[src/rtl/if_id_latch.sv]
// IF/ID pipeline latch: holds the fetched instruction for decode, detects load-use
// hazards against the load in EX, and inserts bubbles on stall or branch flush.
module if_id_latch #(
    parameter logic [31:0] NOP_INST = 32'h00000000
) (
    input  logic        clock,
    input  logic        reset,
    input  logic [31:0] FromIF_NewPC,
    input  logic [31:0] FromIF_Inst,
    input  logic [3:0]  FromIF_InstNum,
    input  logic        FromEX_MemRead,
    input  logic [4:0]  FromEX_Rt,
    input  logic        FromMEM_BranchTaken,
    output logic        Stall,
    output logic [31:0] EndStageID_NewPC,
    output logic [31:0] EndStageID_Inst,
    output logic [3:0]  EndStageID_InstNum,
    output logic [3:0]  EndStageID_InstType,
    output logic [4:0]  EndStageID_Rs,
    output logic [4:0]  EndStageID_Rt,
    output logic [4:0]  EndStageID_Rd,
    output logic        EndStageID_Valid,
    output logic [1:0]  EndStageID_State,
    output logic [7:0]  BubbleCount
);

    typedef enum logic [1:0] {
        RUN   = 2'd0,
        HOLD  = 2'd1,
        FLUSH = 2'd2
    } state_t;

    localparam logic [3:0] T_NONE   = 4'd0;
    localparam logic [3:0] T_R      = 4'd1;
    localparam logic [3:0] T_I      = 4'd2;
    localparam logic [3:0] T_J      = 4'd3;
    localparam logic [3:0] T_LOAD   = 4'd4;
    localparam logic [3:0] T_STORE  = 4'd5;
    localparam logic [3:0] T_BRANCH = 4'd6;

    function automatic logic [3:0] decode_type(input logic [5:0] opcode);
        logic [3:0] t;
        t = T_I;
        case (opcode)
            6'b000000:            t = T_R;
            6'b100011:            t = T_LOAD;
            6'b101011:            t = T_STORE;
            6'b000100, 6'b000101: t = T_BRANCH;
            6'b000010, 6'b000011: t = T_J;
            default:              t = T_I;
        endcase
        return t;
    endfunction

    function automatic logic [7:0] sat_inc(input logic [7:0] count);
        return (count == 8'hFF) ? count : count + 8'd1;
    endfunction

    logic [31:0] new_pc_p1;
    logic [31:0] inst_p1;
    logic [3:0]  inst_num_p1;
    logic        vld_p1;
    logic [7:0]  bubble_count;
    state_t      state, state_next;

    logic [3:0]  inst_type;
    logic [4:0]  rs, rt, rd;
    logic        hazard_rs, hazard_rt, stall_raw;

    assign rs = inst_p1[25:21];
    assign rt = inst_p1[20:16];
    assign rd = inst_p1[15:11];

    // ---- stage p1 combinational: decode and load-use hazard detection ----
    always_comb begin
        inst_type = vld_p1 ? decode_type(inst_p1[31:26]) : T_NONE;
        hazard_rs = (FromEX_Rt == rs);
        // Rt is only a source operand for R-type, store data and branch compare.
        hazard_rt = (FromEX_Rt == rt) &&
                    ((inst_type == T_R) || (inst_type == T_STORE) || (inst_type == T_BRANCH));
        stall_raw = vld_p1 && FromEX_MemRead && (FromEX_Rt != 5'd0) &&
                    (inst_type != T_J) && (hazard_rs || hazard_rt);
        Stall     = stall_raw && !FromMEM_BranchTaken && !reset;
    end

    // ---- stage p0 -> p1 latch ----
    always_ff @(posedge clock) begin
        if (reset) begin
            new_pc_p1   <= 32'd0;
            inst_p1     <= NOP_INST;
            inst_num_p1 <= 4'd0;
            vld_p1      <= 1'b0;
        end else if (FromMEM_BranchTaken) begin
            new_pc_p1   <= 32'd0;
            inst_p1     <= NOP_INST;
            inst_num_p1 <= FromIF_InstNum;
            vld_p1      <= 1'b0;
        end else if (!Stall) begin
            new_pc_p1   <= FromIF_NewPC;
            inst_p1     <= FromIF_Inst;
            inst_num_p1 <= FromIF_InstNum;
            vld_p1      <= 1'b1;
        end
    end

    always_ff @(posedge clock) begin
        if (reset) begin
            bubble_count <= 8'd0;
        end else if (Stall || FromMEM_BranchTaken) begin
            bubble_count <= sat_inc(bubble_count);
        end
    end

    always_ff @(posedge clock) begin
        if (reset) state <= RUN;
        else       state <= state_next;
    end

    always_comb begin
        state_next = RUN;
        if (FromMEM_BranchTaken) state_next = FLUSH;
        else if (Stall)          state_next = HOLD;
    end

    assign EndStageID_NewPC    = new_pc_p1;
    assign EndStageID_Inst     = inst_p1;
    assign EndStageID_InstNum  = inst_num_p1;
    assign EndStageID_InstType = inst_type;
    assign EndStageID_Rs       = rs;
    assign EndStageID_Rt       = rt;
    assign EndStageID_Rd       = rd;
    assign EndStageID_Valid    = vld_p1 && !Stall;
    assign EndStageID_State    = state;
    assign BubbleCount         = bubble_count;

endmodule

[config.mk]
export PLATFORM = sky130hd
export DESIGN_NAME = if_id_latch
export DESIGN_NICKNAME = d
export VERILOG_FILES = /design/src/rtl/if_id_latch.sv
export SDC_FILE = /design/constraint.sdc
export NUM_CORES = 1
export LEC_CHECK = 0
export ABC_AREA = 1
export ABC_CLOCK_PERIOD_IN_PS = 3540
export CAP_MARGIN = 20
export CORE_ASPECT_RATIO = 0.9
export CORE_MARGIN = 8
export CORE_UTILIZATION = 43
export CTS_CLUSTER_SIZE = 40
export DETAILED_ROUTE_END_ITERATION = 12
export PLACE_DENSITY = 0.88
export REMOVE_ABC_BUFFERS = 1
export SETUP_SLACK_MARGIN = 0.02
export SYNTH_ARGS = -nofsm -noshare
export SYNTH_HDL_FRONTEND = slang
export SYNTH_SLANG_ARGS = --single-unit
[constraint.sdc]
create_clock -name clock -period 3.54 [get_ports clock]
set_input_delay 0.354 -clock clock [delete_from_list [all_inputs] [get_ports clock]]
set_output_delay 0.354 -clock clock [all_outputs]
set_load 0.05 [all_outputs]
==> results of run 1 <==
-- state kept, by name, indices dropped and copies added, names as in the netlist --
register / flops
EndStageID_InstNum: 4
BubbleCount: 8
EndStageID_NewPC: 32
EndStageID_Inst: 32
vld_p1: 1
EndStageID_State: 2
-- Yosys cell counts --
cell	number
nor2_1	83
dfxtp_1	79
nor2_2	63
o21ai_0	44
o21ai_1	25
nand2_1	23
nand3_1	20
buf_4	18
inv_1	16
a21oi_1	11
clkbuf_1	8
buf_12	7
xnor2_1	7
xor2_1	5
buf_6	4
nand2_2	3
buf_2	2
nand2_4	2
nand3b_1	2
nand4_1	2
or2_1	2
a31oi_1	1
conb_1	1
ha_1	1
inv_2	1
inv_4	1
nor3_1	1
-- final timing paths --
path | to | slack (ns) | cells after the start
setup / recovery | EndStageID_Valid | 0.79 | 10
hold / removal | EndStageID_Inst[4] | 0.50 | 2
setup reg to reg | EndStageID_NewPC[24] | 1.30 | 12
hold reg to reg | EndStageID_Inst[4] | 0.50 | 2
-- report_power, final --
part	switching, mW	internal, mW
sequential	0.0261	0.924
clock	0.327	0.395
combinational	0.255	0.190
total	0.609	1.51
-- cells by family (layout without fill, tap and decap cells) --
family | after synthesis | after routing | synth area share (%)
buffers and inverters | 57 | 211 | 12.23
xor gates and xnor gates | 12 | 12 | 2.987
DFF | 79 | 79 | 44.95
AOI/OAI and AO/OA | 81 | 81 | 11.56
other | 1 | 1 | 0.1066
adders and majority gates | 1 | 1 | 0.3556
and+or+nand+nor | 201 | 201 | 27.81
-- through the flow --
| step | hold slack (ns) | power, mW | util (%) | setup TNS, ns | cells |
|---|---|---|---|---|---|
| 5_1_grt | 0.5327 | 2.211 | 66.13 | 0 | 685 |
| 4_1_cts | 0.5060 | 2.139 | 66.13 | 0 | 685 |
| 3_3_place_gp | 0.4793 | 1.409 | 63.47 | 0 | 669 |
| 3_5_place_dp | 0.4877 | 1.417 | 63.47 | 0 | 669 |
| 2_1_floorplan | 0.4231 | 1.211 | - | -0.06252 | 393 |
| 6_report | 0.5014 | 2.117 | 66.13 | 0 | 685 |
-- cell type report --
type / count / share of cell area (%)
repair buffers: 177 / 33.77
flip-flops and latches: 79 / 29.93
multi-input cells: 296 / 28.61
clock buffers: 10 / 2.415
well taps: 99 / 2.344
clock inverters: 6 / 1.610
inverters: 18 / 1.326
-- layer usage --
| layer | wire length, um | global-route usage, % | share of wire (%) | vias to the layer above |
|---|---|---|---|---|
| met5 | 0 | 0 | 0 | - |
| met4 | 142 | 5.425 | 1.4 | 0 |
| met3 | 1045 | 9.096 | 10 | 14 |
| met2 | 5105 | 29.68 | 49 | 146 |
| met1 | 4062 | 19.03 | 39 | 1525 |
| li1 | - | - | - | 1658 |
-- worst min-delay path, cell delays in order, from the launching register on --
cell and delay [ns]:
dfxtp_1 0.33, o21ai_1 0.07, nor2_1 0.07
==> metrics.txt, run 1 <==
outcome=complete, no violations; routability cong.=0.8559; pre-CTS setup slack=0.7990 ns; clock-pin slew on the worst setup and hold paths=~0.080 ns; Critical path origin=reset; RSZ-0062 raised after global routing=no; Yosys Warn Count=0; Distinct cells, synth=27; via count=about 3300; Final nets=659; diodes inserted=0; vias in the first global route=3396; Slew headroom=62.09%; commonest non-fill, non-tap cell in the layout=clkdlybuf4s50_1; CTS Root Cell=clkbuf_8; FF+latch area=between 1500 and 2000 um^2; Design Area, Final=5284 um^2; Initial Util=approximately 44%; Slew @ Worst Pin=roughly 0.57 ns; # H-tree levels=3; Synth top area share=44.95%; WL/cell=between 15 and 20 um; Clock Path Buffers=2; cts bufs inserted=9; Max Cap Viol=0; cells along the critical path=clkdlybuf4s50_1 > nor2_4 > nand3_1 > a31oi_1 > nand2_1 > inv_1 > nand2_4 > inv_4 > nor2_1 > buf_4; DRC Markers=0; area leader, netlist=dfxtp_1; Syn-to-layout area delta=50.18%; fillcell total=about 650; Detailed Routing Iterations Pass 1=4; Crit Path Category=in2out; register bit total from synthesis=79; Mapped Area=3518 um^2; I/O Pins=176; final setup vio count=0; final worst path period need=approximately 2.8 ns; Tot GR Track Use=17.63%; Die Ht=around 100 um; fmax=363.6 MHz; CTS Hold Bufs=0; final clock skew=0.01063 ns; Worst VDD drop=between 0.2 and 0.25 mV; Fin. Hold Viols=0; Max FO, Critical Path=31; Worst Hold Launch=EndStageID_Inst[4]; CP startpoint kind=primary input; total grt overflow=0; Final Cycle Share=77.70%; Post-Syn Area per Cell=a little over 8 um^2; sequential cell area fraction in the yosys report=44.95%; DP Area=just over 5000 um^2; Rows=31; PD cells=400.6 nW/um^2; largest net degree at the start of global routing=66; CTS resizes=0; final setup margin=a little under 0.8 ns; Via density=4.880; Worst path max stage delay=0.59 ns; Critical-path top delay cell=clkdlybuf4s50_1; IO buf count=between 150 and 200; Worst Setup End Kind=output port; Final ANT Viol Nets=0; first-pass GRT wire length=16590 um; share of cells above drive strength 1=15.36%; clock sinks=79; Area contributors post-synth=dfxtp_1 (45%), nor2_2 (11%), nor2_1 (8.9%); antenna violations before repair=0; initial drt markers=~120; CP bufs+invs=4; Core ar.=7990 um^2; critical path's top delay family=buffers and inverters; WP data required=~3.2 ns; CTS tree=built; footprint of the multi-input gates=1511 um^2; Critical Path AT=2.40 ns; Max Slew Vio Count=0; RR Startpoint=EndStageID_Inst[28]; Syn Inst Count=~430; Routed WL=between 10000 and 15000 um; post-DP HPWL=about 7800 um; Worst-Skew Late Latency=0.35 ns; die area=around 11000 um^2; LEAKAGE=2.042 nW; die width=about 110 um; most frequent cells in the layout=clkdlybuf4s50_1 (172), nor2_1 (83), dfxtp_1 (79), nor2_2 (62), o21ai_0 (44); setup bufs post-CTS=0; Hold Path Class=reg2reg
Power figures use the tool's default switching activity.
==> inputs of run 2 (changes only) <==
ABC_CLOCK_PERIOD_IN_PS = 2400   (was 3540)
CORE_UTILIZATION = 36   (was 43)
PLACE_DENSITY = 0.79   (was 0.88)
clock period = 2.4 ns   (was 3.54 ns; I/O delays follow)
==> run 2 against run 1 <==
Core utilization decreased by 9.6 points. Final cell count increased by 5.0%. Die area increased by 16%. Combinational power increased by 48%. Clock skew increased by 0.0044 ns. Sequential share of layout area decreased by 0.71 points. Setup slack got worse by 0.53 ns. First-iteration DRC count increased by 78%. Via count decreased by 0.42%. Sequential power increased by 47%. Largest cell class unchanged.
==> metrics.txt, run 2 (synthesis results as in run 1) <==
Worst Setup End Kind=output port; Hold Path Class=in2reg; Detailed Routing Iterations Pass 1=4 (unchanged); initial drt markers=215 (+78%); Slew headroom=61.36% (-0.74 points); Via density=4.630 (-5.1%); Slew @ Worst Pin=0.5796 ns (+0.01104 ns); Critical Path AT=1.90 ns (-0.50 ns); DRC Markers=0 (unchanged); share of cells above drive strength 1=16.69% (+1.3 points); WP data required=2.16 ns (-1.03 ns); Max Cap Viol=0 (unchanged); Worst-Skew Late Latency=0.35 ns (about the same); total grt overflow=0 (unchanged); clock-pin slew on the worst setup and hold paths=0.10 ns (+0.02 ns); Clock Path Buffers=2 (unchanged); clock sinks=79 (unchanged); Final ANT Viol Nets=0 (unchanged); Worst Hold Launch=FromIF_NewPC[23]; via count=3329 (-0.42%); Rows=34 (+9.7%); die width=120.2 um (+8.0%); routability cong.=0.8584 (+0.29%); commonest non-fill, non-tap cell in the layout=clkdlybuf4s50_1; Finished Layout Cells=719 (+5.0%); vias in the first global route=3470 (+2.2%); final setup vio count=0 (unchanged); Core ar.=9572 um^2 (+20%); Routed WL=10840 um (+4.7%); setup bufs post-CTS=0 (unchanged); RSZ-0062 raised after global routing=no; Tot GR Track Use=16.18% (-1.4 points); Initial Util=36.76% (-7.3 points); final worst path period need=2.142 ns; Syn-to-layout area delta=53.81%; die area=13200 um^2 (+16%); Worst VDD drop=0.3102 mV (+35%); diodes inserted=0 (unchanged); outcome=complete, no violations; I/O Pins=176 (unchanged); Fin. Hold Viols=0 (unchanged); Critical path origin=EndStageID_Inst[31]; Die Ht=109.8 um (+7.8%); Post-Route Setup TNS=0 ns (unchanged); fmax=466.8 MHz; PD cells=604.7 nW/um^2 (+51%); RR Startpoint=EndStageID_Inst[31]; first-pass GRT wire length=17310 um (+4.4%); cts bufs inserted=9 (unchanged); post-DP HPWL=8232 um (+5.3%); CTS Root Cell=clkbuf_8; Final Cycle Share=slightly below 90%; largest net degree at the start of global routing=66 (unchanged); WL/cell=15.07 um (-0.29%); Final nets=666 (+1.1%); IO buf count=174 (unchanged); Max FO, Critical Path=13 (-58%); Crit Path Category=reg2out; CP startpoint kind=register; final clock skew=0.01501 ns (+0.004375 ns); # H-tree levels=3 (unchanged); CTS tree=built; placed insts=703 (+5.1%); LEAKAGE=2.133 nW (+4.4%); Max Slew Vio Count=0 (unchanged); antenna violations before repair=0 (unchanged); most frequent cells in the layout=clkdlybuf4s50_1 (169), nor2_1 (82), dfxtp_1 (79), nor2_2 (63), o21ai_0 (44); fillcell total=883 (+35%); CTS Hold Bufs=0 (unchanged)
## run 2: final timing paths
| path | endpoint | slack [ns] | depth (start not counted) |
|---|---|---|---|
| max | EndStageID_Valid | 0.26 | 12 |
| max reg2reg | EndStageID_Inst[28] | 0.47 | 13 |
| min | EndStageID_NewPC[23] | 0.47 | 3 |
| min reg2reg | EndStageID_InstNum[1] | 0.50 | 2 |
## run 2: repair_timing
action / 4_1_cts / 5_1_grt
endpoints found under the setup margin: 1 / 3
resized for setup: 1 / 4
gates cloned: 0 / 0
## run 2: where the power goes
part           internal, mW  switching [mW]  total [mW]
combinational         0.282           0.378       0.660
clock                 0.695           0.518        1.21
sequential             1.36          0.0377        1.40
total                  2.34           0.934        3.27
## run 2: metrics by stage
stage	area (um^2)	total power, mW	hold slack (ns)	utilization (%)	setup slack [ns]
CTS	5400	3.305	0.4572	56.42	0.05938
global route	5411	3.412	0.4662	56.54	0.05803
finish	5411	3.273	0.4692	56.54	0.2578
floorplan	3158	1.786	0.3091	-	-0.9745
global placement	5157	2.083	0.4774	53.88	0.2786
detailed placement	5157	2.092	0.4850	53.88	0.1912
## run 2: routing by layer
metal	global-route usage [%]	share of wire, %	vias to the layer above
met4	3.918	1.1	0
met3	7.752	9.8	9
li1	-	-	1683
met1	18.07	41	1510
met2	27.50	48	127
met5	0	0	-
## run 2: area by class of cell
type | count | area (um^2) | share of cell area, %
Timing Repair Buffer | 184 | 1844 | 34.08
Sequential cell | 79 | 1582 | 29.23
Multi-Input combinational cell | 296 | 1514 | 27.98
Tap cell | 126 | 157.7 | 2.913
Clock buffer | 9 | 123.9 | 2.289
Clock inverter | 7 | 120.1 | 2.220
Inverter | 18 | 70.07 | 1.295
## run 2: worst max-delay path, cell delays in order (launching register included)
cell	delay [ns]
dfxtp_1	0.39
inv_1	0.09
nor2_2	0.13
nand3_1	0.07
nand2_1	0.09
nand2_1	0.08
nand2_1	0.07
nand3_1	0.07
nand2_2	0.08
nand2_4	0.08
inv_4	0.19
nor2_2	0.07
buf_6	0.15
==> inputs of run 3 (changes only) <==
TNS_END_PERCENT = 50   (was default)
==> results of run 3 <==
No change in the layout: final DEF, timing and power equal those of run 2.
